`config.mk`:
```
export PLATFORM = sky130hd
export DESIGN_NAME = ram_access_unit_flat
export DESIGN_NICKNAME = d
export VERILOG_FILES = /design/src/rtl/ram_access_pkg.sv /design/src/rtl/ram_access_unit_if.sv /design/src/rtl/ram_lane_steer.sv /design/src/rtl/ram_access_unit.sv /design/src/flat_wrapper.sv
export SDC_FILE = /design/constraint.sdc
export NUM_CORES = 1
export LEC_CHECK = 0
export ABC_AREA = 1
export BUFFER_PORTS_ARGS = -buffer_cell sky130_fd_sc_hd__buf_2
export CORE_AREA = 2 2 74 76
export DETAILED_ROUTE_END_ITERATION = 8
export DIE_AREA = 0 0 76 78
export PLACE_DENSITY = 0.95
export REMOVE_ABC_BUFFERS = 1
export SYNTH_ARGS = -nofsm -noshare
export SYNTH_HDL_FRONTEND = slang
export SYNTH_SLANG_ARGS = --single-unit
```
`constraint.sdc`:
```
create_clock -name clk -period 3.3 [get_ports clk]
set_clock_uncertainty 0.05 [all_clocks]
set_input_delay 0.165 -clock clk [delete_from_list [all_inputs] [get_ports clk]]
set_output_delay 0.165 -clock clk [all_outputs]
set_load 0.05 [all_outputs]
```
`src/rtl/ram_access_pkg.sv`:
```
// ram_access_pkg: shared types and helpers for the split even/odd-bank RAM access unit
package ram_access_pkg;
    typedef enum logic {BYTE = 1'b0, WORD = 1'b1} width_e;
    typedef struct packed {
        logic   valid;
        logic   write;
        width_e width;
        logic   lsb;
        logic   err;
    } s1_tag_t;
    function automatic logic [15:0] ram_base(input int unsigned size);
        return 16'(32'h4000 - size);
    endfunction
endpackage

```
`src/rtl/ram_access_unit_if.sv`:
```
// ram_access_unit_if: CPU-side request/response handshake (master = CPU, slave = access unit)
// Ports: req_valid/req_ready/req_addr/req_write/req_word/req_wdata, resp_valid/resp_ready/resp_rdata,
// resp_err only when RAM_RANGE_CHECK_EN is defined
interface ram_access_unit_if;
    logic        req_valid;
    logic        req_ready;
    logic [15:0] req_addr;
    logic        req_write;
    logic        req_word;
    logic [15:0] req_wdata;
    logic        resp_valid;
    logic        resp_ready;
    logic [15:0] resp_rdata;
`ifdef RAM_RANGE_CHECK_EN
    logic        resp_err;
`endif
    modport master (
        output req_valid, req_addr, req_write, req_word, req_wdata, resp_ready,
`ifdef RAM_RANGE_CHECK_EN
        input resp_err,
`endif
        input req_ready, resp_valid, resp_rdata
    );
    modport slave (
        input req_valid, req_addr, req_write, req_word, req_wdata, resp_ready,
`ifdef RAM_RANGE_CHECK_EN
        output resp_err,
`endif
        output req_ready, resp_valid, resp_rdata
    );
endinterface

```
`src/rtl/ram_lane_steer.sv`:
```
// ram_lane_steer: byte-lane swap plus zero-extension
// Ports: swap_i exchanges lanes, word_i keeps the high byte, kill_i forces zero,
// a_i/b_i are the low/high input lanes, y_o the steered 16-bit result
module ram_lane_steer (
    input  logic        swap_i,
    input  logic        word_i,
    input  logic        kill_i,
    input  logic [7:0]  a_i,
    input  logic [7:0]  b_i,
    output logic [15:0] y_o
);
    logic [7:0] lo, hi;
    assign lo  = swap_i ? b_i : a_i;
    assign hi  = swap_i ? a_i : b_i;
    assign y_o = kill_i ? 16'h0000 : word_i ? {hi, lo} : {8'h00, lo};
endmodule

```
`src/rtl/ram_access_unit.sv`:
```
// ram_access_unit: steers CPU byte/word requests onto even/odd RAM banks and reassembles responses
// Ports: clk, reset (sync, active high), bus (CPU handshake, slave side),
// read_addr_*/read_data_* bank read ports, write_addr_*/write_data_*/write_en_* bank write ports
// Option: RAM_RANGE_CHECK_EN flags out-of-range accesses on resp_err instead of aliasing modulo SIZE
module ram_access_unit
    import ram_access_pkg::*;
#(
    parameter int SIZE = 1024
) (
    input  logic        clk,
    input  logic        reset,
    ram_access_unit_if.slave bus,
    output logic [14:0] read_addr_even,
    output logic [14:0] read_addr_odd,
    input  logic [7:0]  read_data_even,
    input  logic [7:0]  read_data_odd,
    output logic [14:0] write_addr_even,
    output logic [14:0] write_addr_odd,
    output logic [7:0]  write_data_even,
    output logic [7:0]  write_data_odd,
    output logic        write_en_even,
    output logic        write_en_odd
);
    localparam logic [15:0] RAMBASE = ram_base(SIZE);
    localparam int AW = $clog2(SIZE) - 1;

    s1_tag_t     s1_q, s1_d;
    logic [14:0] hold_even_q, hold_odd_q;
    logic [14:0] addr_even, addr_odd;
    logic [15:0] a1, off_even, off_odd, wsteer;
    logic        accept, err;

    assign bus.req_ready = !reset && (!s1_q.valid || bus.resp_ready);
    assign accept        = bus.req_valid && bus.req_ready;

    // odd bank always holds A's word; even bank holds (A+1)'s word for word accesses
    assign a1        = bus.req_addr + 16'd1;
    assign off_odd   = bus.req_addr - RAMBASE;
    assign off_even  = (bus.req_word ? a1 : bus.req_addr) - RAMBASE;
    assign addr_odd  = 15'(AW'(off_odd >> 1));
    assign addr_even = 15'(AW'(off_even >> 1));

`ifdef RAM_RANGE_CHECK_EN
    logic [16:0] last;
    // 17 bits so a word at 0xffff cannot wrap back into range
    assign last         = {1'b0, bus.req_addr} + 17'(bus.req_word);
    assign err          = (bus.req_addr < RAMBASE) || (last > 17'h03fff);
    assign bus.resp_err = !reset && s1_q.valid && s1_q.err;
`else
    assign err = 1'b0;
`endif

    assign write_en_even   = accept && bus.req_write && !err && (bus.req_word || !bus.req_addr[0]);
    assign write_en_odd    = accept && bus.req_write && !err && (bus.req_word || bus.req_addr[0]);
    assign write_addr_even = addr_even;
    assign write_addr_odd  = addr_odd;
    assign write_data_even = wsteer[7:0];
    assign write_data_odd  = wsteer[15:8];
    // holding the last address keeps bank outputs stable while a response stalls
    assign read_addr_even  = accept ? addr_even : hold_even_q;
    assign read_addr_odd   = accept ? addr_odd : hold_odd_q;
    assign bus.resp_valid  = !reset && s1_q.valid;

    ram_lane_steer u_wr_steer (
        .swap_i (bus.req_addr[0]),
        .word_i (1'b1),
        .kill_i (1'b0),
        .a_i    (bus.req_wdata[7:0]),
        .b_i    (bus.req_wdata[15:8]),
        .y_o    (wsteer)
    );

    ram_lane_steer u_rd_steer (
        .swap_i (s1_q.lsb),
        .word_i (s1_q.width == WORD),
        .kill_i (reset || !s1_q.valid || s1_q.write || s1_q.err),
        .a_i    (read_data_even),
        .b_i    (read_data_odd),
        .y_o    (bus.resp_rdata)
    );

    always_comb begin
        s1_d = s1_q;
        if (accept)
            s1_d = '{valid: 1'b1, write: bus.req_write, width: width_e'(bus.req_word),
                     lsb: bus.req_addr[0], err: err};
        else if (bus.resp_ready)
            s1_d.valid = 1'b0;
    end

    always_ff @(posedge clk) begin
        if (reset) begin
            s1_q        <= '0;
            hold_even_q <= '0;
            hold_odd_q  <= '0;
        end else begin
            s1_q <= s1_d;
            if (accept) begin
                hold_even_q <= addr_even;
                hold_odd_q  <= addr_odd;
            end
        end
    end
endmodule

```
`src/flat_wrapper.sv`:
```
// flat-port wrapper written by rule: the top's interface ports become plain ports
module ram_access_unit_flat import ram_access_pkg::*;
#(
    parameter int SIZE = 1024
)
  (clk, reset, read_addr_even, read_addr_odd, read_data_even, read_data_odd, write_addr_even, write_addr_odd, write_data_even, write_data_odd, write_en_even, write_en_odd, bus_req_valid, bus_req_addr, bus_req_write, bus_req_word, bus_req_wdata, bus_resp_ready, bus_req_ready, bus_resp_valid, bus_resp_rdata);
  ram_access_unit_if bus_i ();
  input  logic clk;
  input  logic reset;
  output logic [14:0] read_addr_even;
  output logic [14:0] read_addr_odd;
  input  logic [7:0] read_data_even;
  input  logic [7:0] read_data_odd;
  output logic [14:0] write_addr_even;
  output logic [14:0] write_addr_odd;
  output logic [7:0] write_data_even;
  output logic [7:0] write_data_odd;
  output logic write_en_even;
  output logic write_en_odd;
  input wire logic [$bits(bus_i.req_valid)-1:0] bus_req_valid;
  input wire logic [$bits(bus_i.req_addr)-1:0] bus_req_addr;
  input wire logic [$bits(bus_i.req_write)-1:0] bus_req_write;
  input wire logic [$bits(bus_i.req_word)-1:0] bus_req_word;
  input wire logic [$bits(bus_i.req_wdata)-1:0] bus_req_wdata;
  input wire logic [$bits(bus_i.resp_ready)-1:0] bus_resp_ready;
  output wire logic [$bits(bus_i.req_ready)-1:0] bus_req_ready;
  output wire logic [$bits(bus_i.resp_valid)-1:0] bus_resp_valid;
  output wire logic [$bits(bus_i.resp_rdata)-1:0] bus_resp_rdata;
  assign bus_i.req_valid = bus_req_valid;
  assign bus_i.req_addr = bus_req_addr;
  assign bus_i.req_write = bus_req_write;
  assign bus_i.req_word = bus_req_word;
  assign bus_i.req_wdata = bus_req_wdata;
  assign bus_i.resp_ready = bus_resp_ready;
  assign bus_req_ready = bus_i.req_ready;
  assign bus_resp_valid = bus_i.resp_valid;
  assign bus_resp_rdata = bus_i.resp_rdata;
  ram_access_unit #(.SIZE(SIZE)) u_core (.clk(clk), .reset(reset), .bus(bus_i), .read_addr_even(read_addr_even), .read_addr_odd(read_addr_odd), .read_data_even(read_data_even), .read_data_odd(read_data_odd), .write_addr_even(write_addr_even), .write_addr_odd(write_addr_odd), .write_data_even(write_data_even), .write_data_odd(write_data_odd), .write_en_even(write_en_even), .write_en_odd(write_en_odd));
endmodule
```
==> impl_results.md <==
- Total negative slack: 0 ns
- Worst r2r src: u_core.s1_q[4]
- Initial antenna violation count: 0
- Die Height: 78 microns
- WP data required: 3.08 ns
- Total grt overflow: 0
- Hold Slack: 0.1021 ns
- Number of setup buffers added after CTS: 0
- Post-Route WL: 5825 microns
- Dpl cells: 537
- Post_cts resized: 0
- Power density cells: 417.6 nW/um^2
- Crit path max fanout: 35
- CP arrival: 2.02 ns
- P&R area growth vs syn: 26.78%
- Layout cells sized above 1: 34.74%
- Final RePlAce weighted congestion: 0.8668
- CTS Sinks: 34
- Fmax achieved: 447.9 MHz
- Tot GR Track Use: 18.66%
- Final setup fails: 0
- Syn Inst Count: 361
- Antenna Cells: 0
- CTS tree: done
- Non-filler cells, final: 545
- IO buf count: 131
- Post-DR vias/cell: 4.530
- Starting Density: 45.96%
- Area of the multi-input gates: 1146 sq um
- Largest net degree at the start of global routing: 36
- Leak Pwr: 1.798 nW
- RSZ-0062 raised after global routing: false
- Post-synthesis sequential area ratio: 29.37%
- Pre-antenna DRT Iters: 5
- Later-pin clock latency in the skew report: 0.28 ns
- Io pins: 150
- Clk buf depth: 2
- Worst Hold Endpoint: u_core.s1_q[4]
- Total CTS buffers: 5
- Synthesis-stage register bit count: 34
- Minimum clock period: 2.232 ns
- Htree depth: 2
- Drt first-iter violations: 88
- Count of cell types in the netlist: 31
- CTS Root Cell: clkbuf_8
- Result of the run: finished clean
- Hold buffer count at CTS: 0
- Core area: 5042 sq um
- Worst setup SP type: register
- Max Cap Viol: 0
- R2R depth: 8
- Final setup margin: 1.068 ns
- FF-to-FF End: u_core.hold_even_q[6]
- Placed wire-length estimate: 4450 microns
- Hold path depth: 3
- Via Count: 2469
- Routed WL per cell: 10.69 microns
- Final hold violations: 0
- CP Capture Type: primary output
- Layout net count: 529
- Mapped Area: 2317 sq um
- Fillers: 460
- Hold/Removal Path Class: in2reg
- Die Area: 5928 sq um
- Final Cycle Share: 67.65%
- Drt drc: 0
- Commonest cells after routing, fill and taps aside: buf_2 (131), nand2_1 (97), inv_1 (68)
- Remaining antenna violation count: 0
- Rows: 26
- Worst setup path start: u_core.s1_q[4]
- Worst-Margin Slew: 0.5524 ns
- Die width: 76 microns
- Most common cell after layout, fill and taps aside: buf_2
- Storage cell area: 680.7 sq um
- Yosys warnings: 0
- Worst vdd ir: 356.8 uV
- Slew Limit Fails: 0
- Crit path kind: reg2out
- Rel. slew slack: 63.12%
- Mean Syn Cell Area: 6.419 sq um
- Clk slew on worst S/H paths: 0.06 ns
- Vias in the first global route: 2166
- Overall Power: 0.001227 W
- Reg2Reg Setup Slack: 1.58 ns
- Setup WS pre-CTS: 1.206 ns
- Hold Path Origin: bus_req_valid
- Global-route wire length before repair: 9239 microns
## final cells by class
cell class	instances	share of cell area (%)
multi-input cells	230	39.01
flip-flops and latches	34	23.17
repair buffers	132	22.57
inverters	71	9.157
well taps	70	2.981
clock buffers	7	2.939
clock inverters	1	0.1704
## how the worst max path moves through the flow
stage	endpoint	slack, ns	cells after the start
floorplan	write_en_even	0.93	7
global placement	read_addr_even[6]	1.23	8
detailed placement	read_addr_even[8]	1.21	8
CTS	read_addr_even[2]	1.05	9
global route	write_en_odd	0.92	8
finish	read_addr_even[2]	1.07	9
## where the power goes
part	internal [W]	leakage, nW	switching (W)
logic	0.000105	1.47	0.000376
clock network	0.000168	0.0482	0.000141
registers	0.000428	0.278	0.00000846
total	0.000702	1.80	0.000525
## worst max-delay path, cell delays in order, from the launching register on
cell	delay, ns
dfxtp_1	0.30
inv_1	0.11
nor2_4	0.05
nor2_4	0.10
nand2_4	0.21
inv_4	0.38
or2_0	0.15
o21ai_1	0.08
inv_1	0.08
buf_2	0.25
## synthesized netlist by cell type
library cell	number	area [sq um]
buf_8	1	15.01
inv_4	1	6.260
clkinv_1	1	3.750
buf_6	3	33.78
a211oi_1	1	7.510
nor2_1	24	90.09
nand3_1	10	50.05
nor2_4	4	45.04
o21ai_0	17	85.08
or2_2	3	18.77
conb_1	1	3.750
xor2_1	2	17.52
nand2_4	1	11.26
nand2_1	97	364.1
a21oi_1	31	155.2
a211oi_2	11	137.6
clkbuf_1	5	18.77
inv_1	68	255.2
or2_0	2	12.51
buf_2	6	30.03
nand2_2	3	18.77
and2_1	1	6.260
ha_1	1	12.51
nand4_1	3	18.77
a21oi_2	1	8.760
dfxtp_1	34	680.7
o21ai_1	4	20.02
buf_4	22	165.2
xor2_2	1	16.27
nor3_1	1	5.000
inv_2	1	3.750
## kinds of logic (layout without fill, tap and decap cells)
group	after synthesis	after routing	synth area share [%]
buf+inv	108	211	22.95
flops	34	34	29.37
other cells	1	12	0.1618
simple gates	149	149	27.65
compound gates	65	65	17.87
xor+xnor	3	3	1.458
fa+ha+maj	1	1	0.5399
## routing by layer
metal  global-route usage, %  part of all wire, %
met5                       0                    0
met4                   5.273                 0.74
met3                   4.651                  7.2
met2                   35.54                   50
met1                   20.49                   42
## through the flow
stage	util, %	instance area (sq um)
2_1_floorplan	-	2096
3_3_place_gp	56.45	2846
3_5_place_dp	56.45	2846
4_1_cts	58.26	2938
5_1_grt	58.26	2938
6_report	58.26	2938
## flip-flops by register name, indices dropped and copies added, names as in the netlist
register            count
u_core.hold_odd_q      15
u_core.hold_even_q     15
u_core.s1_q             4
Power figures use the tool's default switching activity.
